### config.mk
export PLATFORM = sky130hd
export DESIGN_NAME = vadd_sequencer
export DESIGN_NICKNAME = d
export VERILOG_FILES = /design/src/rtl/vadd_sequencer_pkg.sv /design/src/rtl/vadd_sequencer_adder.sv /design/src/rtl/vadd_sequencer.sv
export SDC_FILE = /design/constraint.sdc
export NUM_CORES = 1
export LEC_CHECK = 0
export ABC_AREA = 1
export BUFFER_PORTS_ARGS = -buffer_cell sky130_fd_sc_hd__clkbuf_2
export CAP_MARGIN = 20
export CORE_MARGIN = 2
export CORE_UTILIZATION = 35
export CTS_CLUSTER_SIZE = 8
export DETAILED_ROUTE_END_ITERATION = 8
export SLEW_MARGIN = 20
export SYNTH_ARGS = -nofsm -noshare
export SYNTH_HDL_FRONTEND = slang
export SYNTH_SLANG_ARGS = --single-unit
### constraint.sdc
create_clock -name clk -period 2.7 [get_ports clk]
set_input_delay 0.135 -clock clk [delete_from_list [all_inputs] [get_ports clk]]
set_output_delay 0.135 -clock clk [all_outputs]
set_load 0.1 [all_outputs]
### src/rtl/vadd_sequencer_pkg.sv
// rtl/vadd_sequencer_pkg.sv - Vector Machine defaults, sequencer state encoding and overflow helper
package vadd_sequencer_pkg;

    localparam int VM_WIDTH = 24;
    localparam int VM_VLEN  = 8;

    typedef enum logic [1:0] {
        VM_S_IDLE  = 2'd0,
        VM_S_ISSUE = 2'd1,
        VM_S_DRAIN = 2'd2,
        VM_S_DONE  = 2'd3
    } vm_state_e;

    // Two's-complement overflow: like-signed operands produce a sum of the other sign.
    function automatic logic signed_ovf(input logic a_msb, input logic b_msb, input logic s_msb);
        return (a_msb == b_msb) && (s_msb != a_msb);
    endfunction

endpackage

### src/rtl/vadd_sequencer_adder.sv
// rtl/vadd_sequencer_adder.sv - combinational WIDTH-bit adder, carry-out dropped
module vadd_sequencer_adder #(
    parameter int WIDTH = 24
) (
    output logic [WIDTH-1:0] sum,
    input  logic [WIDTH-1:0] a,
    input  logic [WIDTH-1:0] b
);

    assign sum = a + b;

endmodule

### src/rtl/vadd_sequencer.sv
// rtl/vadd_sequencer.sv - element-wise vector add sequencer; optional sticky overflow via VADD_OVF_EN
module vadd_sequencer
    import vadd_sequencer_pkg::*;
#(
    parameter int WIDTH  = VM_WIDTH,
    parameter int VLEN   = VM_VLEN,
    parameter int ADDR_W = 3
) (
    input  logic              clk,
    input  logic              rst,
    input  logic              start,
    input  logic [ADDR_W:0]   len,
    output logic              busy,
    output logic              done,
    output logic              rd_en,
    output logic [ADDR_W-1:0] rd_addr,
    input  logic [WIDTH-1:0]  rd_data_a,
    input  logic [WIDTH-1:0]  rd_data_b,
    output logic              wr_en,
    output logic [ADDR_W-1:0] wr_addr,
    output logic [WIDTH-1:0]  wr_data
`ifdef VADD_OVF_EN
    ,
    output logic              ovf
`endif
);

    localparam logic [ADDR_W:0] VLEN_L = (ADDR_W+1)'(VLEN);

    vm_state_e         state;
    logic [ADDR_W-1:0] last_addr;
    logic              s1_valid;
    logic [ADDR_W-1:0] s1_addr;
    logic [WIDTH-1:0]  sum;
    logic [ADDR_W:0]   len_clamp;

    assign len_clamp = (len > VLEN_L) ? VLEN_L : len;

    vadd_sequencer_adder #(.WIDTH(WIDTH)) u_adder (
        .sum (sum),
        .a   (rd_data_a),
        .b   (rd_data_b)
    );

    // rd_addr doubles as the element counter; last_addr is the latched len-1.
    always_ff @(posedge clk or posedge rst) begin
        if (rst) begin
            state     <= VM_S_IDLE;
            busy      <= 1'b0;
            done      <= 1'b0;
            rd_en     <= 1'b0;
            rd_addr   <= '0;
            last_addr <= '0;
        end else begin
            case (state)
                VM_S_IDLE: begin
                    if (start) begin
                        busy <= 1'b1;
                        if (len_clamp == '0) begin
                            done  <= 1'b1;
                            state <= VM_S_DONE;
                        end else begin
                            rd_en     <= 1'b1;
                            rd_addr   <= '0;
                            last_addr <= ADDR_W'(len_clamp - 1'b1);
                            state     <= VM_S_ISSUE;
                        end
                    end
                end
                VM_S_ISSUE: begin
                    if (rd_addr == last_addr) begin
                        rd_en <= 1'b0;
                        state <= VM_S_DRAIN;
                    end else begin
                        rd_addr <= rd_addr + 1'b1;
                    end
                end
                VM_S_DRAIN: begin
                    // Once stage 1 is empty the final write is on its way out this edge.
                    if (!s1_valid) begin
                        done  <= 1'b1;
                        state <= VM_S_DONE;
                    end
                end
                VM_S_DONE: begin
                    done  <= 1'b0;
                    busy  <= 1'b0;
                    state <= VM_S_IDLE;
                end
                default: state <= VM_S_IDLE;
            endcase
        end
    end

    always_ff @(posedge clk or posedge rst) begin
        if (rst) begin
            s1_valid <= 1'b0;
            s1_addr  <= '0;
            wr_en    <= 1'b0;
            wr_addr  <= '0;
            wr_data  <= '0;
        end else begin
            s1_valid <= rd_en;
            s1_addr  <= rd_addr;
            wr_en    <= s1_valid;
            wr_addr  <= s1_addr;
            if (s1_valid) begin
                wr_data <= sum;
            end
        end
    end

`ifdef VADD_OVF_EN
    always_ff @(posedge clk or posedge rst) begin
        if (rst) begin
            ovf <= 1'b0;
        end else if (state == VM_S_IDLE && start) begin
            ovf <= 1'b0;
        end else if (s1_valid &&
                     signed_ovf(rd_data_a[WIDTH-1], rd_data_b[WIDTH-1], sum[WIDTH-1])) begin
            ovf <= 1'b1;
        end
    end
`endif

endmodule

; After elaboration in Yosys (flattened, before gate mapping)
; Cells that the tools add are included.
[word_totals]
latch_bits = 0
in_bits = 55
ff_bits = 43
mem_bits_rw = 0
mem_bits_ro = 0
elab_cells = 57
out_inout_bits = 34
memories = 0
[classes]
mul = 0
n_addsub = 3
reduce_logical = 11
div_mod_pow = 0
shifts = 0
mux = 20
n_bitwise = 1
order_cmp = 1
eq_ne = 10
[ops]
columns = cell, count
row1 = $add A24 B24 Y24, 1
row2 = $ne A2 B2 Y1 const B, 6
row3 = $reduce_and A4 Y1, 3
row4 = $mux W3, 3
row5 = $mux W2, 4
row6 = $pmux W2 S4, 1
row7 = $mux W1, 7
row8 = $pmux W3 S2, 1
row9 = $reduce_and A3 Y1, 2
row10 = $eq A2 B2 Y1 const B, 2
row11 = $gt A4 B4 Y1 const B, 1
row12 = $logic_not A4 Y1, 1
row13 = $mux W4, 1
row14 = $pmux W1 S2, 2
row15 = $reduce_bool A2 Y1, 2
row16 = $add A3 B1 Y3 const B, 1
row17 = $eq A3 B3 Y1, 1
row18 = $pmux W1 S3, 1
row19 = $reduce_bool A3 Y1, 1
row20 = $sub A3 B1 Y3 const B, 1
row21 = $eq A2 B1 Y1 const B, 1
row22 = $logic_not A2 Y1, 1
row23 = $reduce_and A2 Y1, 1
row24 = $not A1 Y1, 1

; Logic depth before layout (Yosys ltp)
; Gate-level depths: netlist of the first run.
[depth]
word_depth = 6
mapped_depth = 12
mapped_depth_nobuf = 12

; Cells and area by module
; Synthesis of the first run repeated with hierarchy kept, for this count alone.
[unflattened]
hier_cells = 502
hier_area_um2 = 3631.0
[by_module_without_submodules]
columns = module, seq_area_each_um2, n_inst, cells_each, area_each_um2
row1 = vadd_sequencer, 1076.0, 1, 148, 1866.8
row2 = vadd_sequencer_adder, 0.0, 1, 354, 1764.2

; Least setup slack after synthesis of the first run
; Ideal clock, no wire load.
[synth_path]
path_type = register to register
startpoint = register rd_addr[2]
endpoint = register rd_addr[2]
slack_ns = 0.952
arrival_ns = 1.625
setup_ns = 0.122
required_time_ns = 2.578
path_buffers = 0
stages_incl_launch_ff = 7
synth_period_minus_slack_ns = 1.748
path_cell_list = dfrtp_1 xnor2_1 nand3_1 nor2_1 nor2_1 nand3_1 nand2_1
[synth_between]
elab_chain_cells = 3
word_cells_on_any_way = 6
classes_between = add/sub: 1 / eq/ne: 2 / mux: 2 / reduce/logical: 1
[synth_rtl]
columns = element, line
row1 = from (decl), vadd_sequencer.sv:16  ; output logic [ADDR_W-1:0] rd_addr,
row2 = from (signal assigned), vadd_sequencer.sv:75  ; rd_addr <= rd_addr + 1'b1;
row3 = $add A3 B1 Y3 / $eq A3 B3 Y1 (equally long branches), "vadd_sequencer.sv:75, vadd_sequencer.sv:71"
row4 = $mux W3 / $ne A2 B2 Y1 (equally long branches), -
row5 = $pmux W3 S2 / $reduce_and A4 Y1 (equally long branches), -
; Parallel ways exist; a longest one is shown, timed or not. The select of a mux whose other input is x is not followed.
; A chain may end at the register's enable or synchronous reset.

; Worst setup path after layout of the first run
[layout_path]
startpoint = register state[0]
endpoint = register rd_addr[0]
[layout_between]
elab_chain_cells = 3
word_cells_on_any_way = 8
classes_between = eq/ne: 4 / mux: 1 / reduce/logical: 3
[layout_rtl]
columns = element, line
row1 = from (decl), vadd_sequencer.sv:30  ; vm_state_e state;
row2 = from (signal assigned), vadd_sequencer.sv:48  ; state <= VM_S_IDLE;
row3 = from (signal assigned), vadd_sequencer.sv:61  ; state <= VM_S_DONE;
row4 = from (signal assigned), vadd_sequencer.sv:66  ; state <= VM_S_ISSUE;
row5 = $eq A2 B1 Y1 / $logic_not A2 Y1 (equally long branches), vadd_sequencer.sv:55  ; case (state)
row6 = $ne A2 B2 Y1 (no line) / $reduce_bool A2 Y1 (equally long branches), -
row7 = $reduce_and A4 Y1 (no line), -
; Parallel ways exist; a longest one is shown, timed or not.

==> impl_metrics.tcl, run 1 <==
set metrics [dict create \
    cts_buffers 5 \
    root_buffer "clkbuf_8" \
    die_x_um 104 \
    wirelength_um 9040 \
    grt_pass1_wl_um 15200 \
    hold_class "in -> reg" \
    worst_slew_pin_slew_ns 0.556 \
    crit_path_top_delay_cell "dfrtp_1" \
    synthTopCellsByArea "dfrtp_1 31%, nand2_1 23%, ha_1 10%" \
    track_usage 0.172 \
    synth.largest_area_cell "dfrtp_1" \
    core_um2 9680 \
    critPathRequiredTime_ns 2.88 \
    p_leak_nw 2.48 \
    synthesis.nets 616 \
    period_share 0.598 \
    n_fill_cell 1022 \
    start_util 0.358 \
    cts.path.max_buffers 2 \
    cp.arrival_ns 1.79 \
    syn2layout_area_growth_pct 20.2 \
    maxCapViolations 0 \
    cp-start-kind "flop" \
    routabilityCongestion 0.906 \
    relSlewSlack 0.631 \
    grt_max_degree 34 \
    finClkSkew_ns 0.0118 \
    peakVddDrop_mv 0.935 \
    syn_area_per_cell_um2 6.54 \
    dp_slack_ns 0.880 \
    final_antenna_net_count 0 \
    status "finished clean" \
    num_vias 3412 \
    setup_ws_ns 1.09 \
    synthCells 531 \
    yosysTopAreaCellShare 0.310 \
    critPathKind "reg -> reg" \
    wire_per_inst_um 11.9 \
    drt-pass1-iter-count 4 \
    mostFrequentLayoutCells "209 x nand2_1, 88 x clkbuf_2, 87 x inv_1" \
    period_needed_ns 1.61 \
    cp_max_fo 6 \
    io_pins 89 \
    syn_area_um2 3470 \
    yosysSeqAreaShare 0.310 \
    die_area_um2 10700 \
    ys_types 27 \
    vias_per_cell 4.50 \
    powerDensity_nw_per_um2 1110 \
    cts.clk_slew.worst_paths_ns 0.08 \
    max_stage_delay_ns 0.43 \
    clock_latency_ns 0.31 \
    antenna_found_initial 0 \
    endpoint_kind "flop" \
    hold_violations 0 \
    drcViolationCount 0 \
    grt_pass1_vias 3207 \
    drive_above_1_share 0.200 \
    port_buffers 88 \
    synth_warnings 0 \
    setup_violations 0 \
    layout_commonest_cell "nand2_1" \
    synth_seq_cells 43 \
    tritoncts "yes" \
    hpwl_um 7280 \
    cts_htree_levels 2 \
    rsz0062_at_grt "no" \
    drtIter0Drc 207 \
    antenna_cells 0 \
    worst_hold_slack_ns 0.0477 \
    std_cell_rows 36 \
    fmax_mhz 620 \
    final_max_slew_viol_count 0 \
    worstPathCellList "inv_1, ha_1, nand2_1, nor2_2, a21oi_2, o21ai_0, o31ai_1" \
    grt.overflow.total 0 \
    nets 710 \
    clkSinkCount 43 \
    final.setup.tns_ns 0 \
    die_h_um 104 \
]
## kinds of logic (layout without fill, tap and decap cells)
| group | Yosys count | in the layout | share of synthesized area |
|---|---|---|---|
| simple gates | 310 | 310 | 0.383 |
| compound gates | 39 | 39 | 0.0616 |
| flops | 43 | 43 | 0.310 |
| buf+inv | 98 | 193 | 0.107 |
| fa+ha+maj | 30 | 30 | 0.110 |
| xor+xnor | 11 | 11 | 0.0278 |
## cell type report
cell class	count	area, um2	area share
flip-flops and latches	43	1080	0.258
multi-input cells	390	2020	0.485
clock inverters	2	12.5	0.00300
inverters	93	349	0.0837
clock buffers	6	72.6	0.0174
well taps	133	166	0.0399
repair buffers	92	473	0.113
## Yosys cell counts (all sizes together)
cell,n
and2,2
o31ai,2
xnor2,9
clkbuf,3
nand3b,8
nand4,5
nand3,38
dfrtp,43
nor2,36
ha,29
o21ai,16
o22ai,1
buf,2
a21oi,16
or2,2
nand2,219
a31oi,4
inv,93
xor2,2
fa,1
## through the flow
step	cell area, um2	power [mW]	util	std cells
6_report	4170	4.65	0.431	759
2_1_floorplan	3470	3.65	-	531
3_5_place_dp	4080	4.24	0.421	750
5_1_grt	4170	4.92	0.431	759
4_1_cts	4170	4.69	0.431	759
3_3_place_gp	4080	4.22	0.421	750
## worst paths after layout
path / from / end / slack (ns) / cells past startpoint
min reg2reg: s1_addr[1] / wr_addr[1] / 0.36 / 0
max: state[0] / rd_addr[0] / 1.09 / 7
min in group asynchronous: rst / wr_data[6] / 0.32 / 3
max reg2reg: state[0] / rd_addr[0] / 1.09 / 7
max in group asynchronous: rst / wr_data[13] / 1.60 / 4
min: len[0] / last_addr[0] / 0.05 / 2
## critical path: cells and delay by family (launching register included)
family | cells | cell delay, ns
compound gates | 3 | 0.36
simple gates | 2 | 0.37
flops | 1 | 0.43
buf+inv | 1 | 0.10
fa+ha+maj | 1 | 0.23
## report_power, final
| group | internal [mW] | switching [mW] | leakage [nW] |
|---|---|---|---|
| Combinational | 0.564 | 2.52 | 1.91 |
| Sequential | 0.937 | 0.201 | 0.530 |
| Clock | 0.181 | 0.246 | 0.0412 |
## metal layers
layer,track usage,share of wire,vias to the layer above
li1,-,-,1828
met1,0.233,0.47,1486
met2,0.289,0.47,92
met3,0.0233,0.046,6
met4,0.0473,0.0077,0
met5,0,0,-
## registers in the layout, summed over array words and instances, names as in the netlist
register   flops
state          2
s1_addr        3
done           1
busy           1
rd_en          1
rd_addr        3
s1_valid       1
wr_addr        3
wr_en          1
last_addr      3
wr_data       24
## what timing repair did
action | in CTS | in global routing
resized for setup | 0 | 0
hold buffers | 1 | 0
hold endpoints to repair | 10 | 0
buffers inserted | 0 | 0
Note: power is estimated with default switching activity, not from simulation.
==> run 2, diff against run 1 <==
- clock period: 2.7 -> 1.41 ns (I/O delays scaled with it)
==> run 2 against run 1 <==
  * Worst setup slack got worse by 1.0 ns
  * Clock skew rose by 0.0031 ns
  * Sequential share of layout area fell by 2.4 points
  * Register-to-register slack got worse by 0.97 ns
  * Design area increased by 11%
  * Combinational power up 110%
  * Core utilization rose by 4.8 points
  * Critical path depth up 4
  * Flip-flop and latch count stayed put
  * Sequential power rose by 91%
  * Largest cell class unchanged
==> impl_metrics.tcl, run 2 (synthesis gave the netlist of run 1 again) <==
set metrics [dict create \
    drcViolationCount 0 \
    root_buffer "clkbuf_8" \
    final_antenna_net_count 0 \
    cp.arrival_ns 1.56 \
    drtIter0Drc 170 \
    drt-pass1-iter-count 4 \
    hold_violations 0 \
    utilization 0.479 \
    p_sw_mw 5.80 \
    die_h_um 104 \
    p_seq_frac 0.226 \
    syn2layout_area_growth_pct 33.7 \
    num_vias 3635 \
    drive_above_1_share 0.277 \
    hold_class "in -> reg" \
    hpwl_um 7600 \
    swShare 0.600 \
    hold-path-cell-count 3 \
    max_stage_delay_ns 0.41 \
    endpoint_kind "flop" \
    dp_slack_ns -0.252 \
    critPathRequiredTime_ns 1.62 \
    start_util 0.358 \
    tritoncts "yes" \
    cts_htree_levels 2 \
    status "finished clean" \
    nets 752 \
    wire_per_inst_um 11.5 \
    n_fill_cell 1015 \
    finClkSkew_ns 0.0149 \
    grt_pass1_wl_um 15900 \
    r2r_slack_ns 0.12 \
    p_leak_nw 2.73 \
    r2r_start "state[1]" \
    cp-start-kind "primary input" \
    die_area_um2 10700 \
    cpMostUsedCell "nand3_1" \
    power.internal_mw 3.87 \
    worstPathCellList "clkbuf_2, ha_1, fa_1, nand3_1, nand3_1, nand2_1, nand2_2, nand3_1, nand3b_1, nand3_1, nand2_1" \
    grt.overflow.total 0 \
    grt_max_degree 44 \
    maxCapViolations 0 \
    power_mw 9.67 \
    antenna_found_initial 0 \
    layout_commonest_cell "nand2_1" \
    setup_violations 0 \
    io_pins 89 \
    rr_worst_depth 6 \
    period_share 0.956 \
    cts.path.max_buffers 2 \
    min_from "len[0]" \
    combPwrFrac 0.653 \
    wirelength_um 9250 \
    cts.clk_slew.worst_paths_ns 0.10 \
    track_usage 0.178 \
    largest_reg_flops 24 \
    final_cell_count_no_fill 801 \
    grt_pass1_vias 3424 \
    die_x_um 104 \
    min_to "last_addr[0]" \
    cts_buffers 5 \
    cp_max_fo 3 \
    clock_latency_ns 0.31 \
    fmax_mhz 742 \
    rsz0062_at_grt "yes" \
    r2r-end "state[1]" \
    clkSinkCount 43 \
    core_um2 9680 \
    relSlewSlack 0.628 \
    final_max_slew_viol_count 0 \
    crit_path_top_delay_cell "fa_1" \
    antenna_cells 0 \
    worst_slew_pin_slew_ns 0.560 \
    std_cell_rows 36 \
    peakVddDrop_mv 1.92 \
    mostFrequentLayoutCells "208 x nand2_1, 88 x clkbuf_2, 84 x inv_1" \
    largest_register "wr_data" \
    powerDensity_nw_per_um2 2080 \
    dp_cells 792 \
    port_buffers 88 \
    vias_per_cell 4.54 \
    routabilityCongestion 0.905 \
    setup_ws_ns 0.0619 \
    critPathKind "in -> reg" \
    period_needed_ns 1.35 \
    power.share.clock 0.121 \
]
-- run 2: area by class of cell --
type / instances / area [um2] / share of cell area
clock buffers: 6 / 72.6 / 0.0156
inverters: 93 / 349 / 0.0752
flip-flops and latches: 43 / 1090 / 0.234
multi-input cells: 390 / 2100 / 0.453
clock inverters: 2 / 60.1 / 0.0129
repair buffers: 134 / 801 / 0.173
well taps: 133 / 166 / 0.0359
-- run 2: power by group through the flow --
| stage | logic [mW] | registers [mW] | clock network (mW) |
|---|---|---|---|
| global route | 6.74 | 2.25 | 1.25 |
| CTS | 6.21 | 2.17 | 1.19 |
| floorplan | 1.67 | 5.35 | 0 |
| finish | 6.32 | 2.18 | 1.17 |
| global placement | 6.09 | 2.19 | 0 |
| detailed placement | 6.17 | 2.19 | 0 |
-- run 2: critical path: cells and delay by family --
kind                     cells  cell delay [ns]
AND/OR/NAND/NOR              8             0.77
adder cells (fa/ha/maj)      2             0.62
buffers and inverters        1             0.09
-- run 2: what timing repair did --
action,in CTS,in global routing
endpoints found under the hold margin,43,0
resized for setup,2,16
buffers inserted,0,0
pin swaps,0,3
setup endpoints to repair,5,13
hold buffers,1,0
-- run 2: stage by stage --
step	hold slack, ns	TNS (ns)	area [um2]
floorplan	0.174	-0.0159	3490
global placement	0.107	-2.27	4430
detailed placement	0.110	-3.17	4430
CTS	0.0755	0	4570
global route	0.0972	-0.00795	4640
finish	0.0837	0	4640
-- run 2: how the worst max path moves through the flow --
stage            startpoint            to  slack, ns  cells after the start
6_report       rd_data_a[0]   wr_data[16]       0.06                     11
5_1_grt            state[1]  last_addr[0]     -0.004                      7
4_1_cts            state[1]    rd_addr[0]      0.005                      7
3_5_place_dp   rd_data_a[0]   wr_data[22]      -0.25                     11
3_3_place_gp   rd_data_a[0]   wr_data[22]      -0.21                     11
2_1_floorplan  rd_data_a[0]   wr_data[16]      -0.02                     10
-- run 2: per-layer routing --
layer / vias to the layer above / track usage / part of all wire
li1: 1913 / - / -
met1: 1621 / 0.233 / 0.47
met2: 90 / 0.311 / 0.47
met3: 11 / 0.0296 / 0.044
met4: 0 / 0.0376 / 0.014
met5: - / 0 / 0
==> run 3, diff against run 2 <==
--- a/config.mk
+++ b/config.mk
@@ -13,6 +13,8 @@
 export CTS_CLUSTER_SIZE = 8
 export DETAILED_ROUTE_END_ITERATION = 8
+export GPL_TIMING_DRIVEN = 0
 export SLEW_MARGIN = 20
 export SYNTH_ARGS = -nofsm -noshare
 export SYNTH_HDL_FRONTEND = slang
 export SYNTH_SLANG_ARGS = --single-unit
+export TNS_END_PERCENT = 10
==> constraint.sdc (replaced) <==
create_clock -name clk -period 1.41 [get_ports clk]
set_input_delay 0.0705 -clock clk [delete_from_list [all_inputs] [get_ports clk]]
set_output_delay 0.0705 -clock clk [all_outputs]
set_load 0.02 [all_outputs]
==> run 3 against run 2 <==
  * Flip-flop and latch count unchanged
  * Register-to-register slack lost 0.06 ns
  * Clock skew decreased by 0.0017 ns
  * Combinational power down 44%
  * Largest power group unchanged
==> impl_metrics.tcl, run 3 (synthesis gave the netlist of run 1 again) <==
set metrics [dict create \
    status "finished clean" \
    worstPathCellList "inv_2, ha_4, nand2_2, nor2_4, a21oi_4, o21ai_0, o31ai_1" \
    grt_pass1_vias 3393 \
    hold_violations 0 \
    cp-start-kind "flop" \
    start_util 0.358 \
    critPathKind "reg -> reg" \
    dp_slack_ns -0.352 \
    antenna_cells 0 \
    tritoncts "yes" \
    grt.overflow.total 0 \
    final_antenna_net_count 0 \
    drive_above_1_share 0.241 \
    root_buffer "clkbuf_8" \
    setup_ws_ns 0.0644 \
    max_stage_delay_ns 0.43 \
    worst_slew_pin_slew_ns 0.587 \
    hpwl_um 7460 \
    critPathRequiredTime_ns 1.58 \
    die_x_um 104 \
    clock_latency_ns 0.29 \
    critical-path-top-delay-family "flip-flops" \
    drtIter0Drc 150 \
    final_cell_count_no_fill 767 \
    drt-pass1-iter-count 4 \
    vias_per_cell 4.59 \
    n_fill_cell 1049 \
    largest_reg_flops 24 \
    cts.path.max_buffers 2 \
    largest_register "wr_data" \
    p_leak_nw 2.54 \
    setup_violations 0 \
    wirelength_um 9120 \
    num_vias 3522 \
    nets 718 \
    io_pins 89 \
    wire_per_inst_um 11.9 \
    relSlewSlack 0.609 \
    cts_htree_levels 2 \
    utilization 0.450 \
    dp_cells 753 \
    grt_pass1_wl_um 15600 \
    period_share 0.954 \
    cp.arrival_ns 1.52 \
    hold_class "in -> reg" \
    final_max_slew_viol_count 0 \
    cp_max_fo 6 \
    rsz0062_at_grt "yes" \
    port_buffers 88 \
    cts.clk_slew.worst_paths_ns 0.09 \
    period_needed_ns 1.35 \
    syn2layout_area_growth_pct 25.6 \
    cts_buffers 5 \
    drcViolationCount 0 \
    core_um2 9680 \
    finClkSkew_ns 0.0132 \
    maxCapViolations 0 \
    die_area_um2 10700 \
    die_h_um 104 \
    fmax_mhz 743 \
    peakVddDrop_mv 1.14 \
    powerDensity_nw_per_um2 1530 \
    std_cell_rows 36 \
    layout_commonest_cell "nand2_1" \
    endpoint_kind "flop" \
    crit_path_top_delay_cell "dfrtp_1" \
    path_buf_inv 1 \
    clkSinkCount 43 \
    grt_max_degree 32 \
    track_usage 0.174 \
    routabilityCongestion 0.874 \
    antenna_found_initial 0 \
    power_mw 6.65 \
    mostFrequentLayoutCells "207 x nand2_1, 88 x clkbuf_2, 84 x inv_1" \
]
-- run 3: report_power, final --
| part | internal [mW] | switching (mW) | leakage, nW |
|---|---|---|---|
| combinational | 1.26 | 2.25 | 1.95 |
| clock | 0.574 | 0.438 | 0.0612 |
| sequential | 1.79 | 0.340 | 0.530 |
| total | 3.62 | 3.03 | 2.54 |
-- run 3: final cells by class --
class	instances	area, um2	area share
clock buffer	6	82.6	0.0189
sequential	43	1080	0.247
tap	133	166	0.0382
buffer	5	23.8	0.00545
timing repair buffer	95	510	0.117
inverter	93	349	0.0801
clock inverter	2	35.0	0.00804
multi-input combinational	390	2120	0.485
-- run 3: path summary, 6_finish.rpt --
check / startpoint / end / slack (ns) / cells after the start
setup / recovery: state[1] / rd_addr[0] / 0.06 / 7
hold / removal: len[3] / last_addr[0] / 0.06 / 3
setup reg to reg: state[1] / rd_addr[0] / 0.06 / 7
hold reg to reg: s1_addr[2] / wr_addr[2] / 0.35 / 0
max in group asynchronous: rst / wr_data[9] / 0.68 / 4
min in group asynchronous: rst / done / 0.25 / 3
-- run 3: what timing repair did --
action                                 in CTS  in global routing
gates resized for setup                     5                 20
buffers inserted                            1                  3
setup endpoints to repair                  10                 18
endpoints found under the hold margin      13                  0
hold buffers                                2                  0
pin swaps                                   1                  0
gates cloned                                0                  0
-- run 3: stage by stage --
stage	hold slack, ns	TNS (ns)	instance area [um2]
after floorplan	0.174	-0.0223	3480
after global placement	0.307	-14.38	4080
after detailed placement	0.0287	-4.96	4100
after CTS	0.0535	-0.0250	4270
after global routing	0.0645	-0.101	4360
final	0.0641	0	4360
-- run 3: worst register-to-register path, cell delays in order (launching register included) --
cell and delay [ns]:
dfrtp_1 0.43, inv_2 0.12, ha_4 0.17, nand2_2 0.08, nor2_4 0.12, a21oi_4 0.06
o21ai_0 0.16, o31ai_1 0.09
-- run 3: layer usage --
metal,up-vias,routed length (um),global-route usage,share of wire
met2,98,4350,0.306,0.48
met4,0,96,0.0299,0.011
met1,1572,4180,0.225,0.46
met3,6,501,0.0352,0.055
met5,-,0,0,0
li1,1846,-,-,-
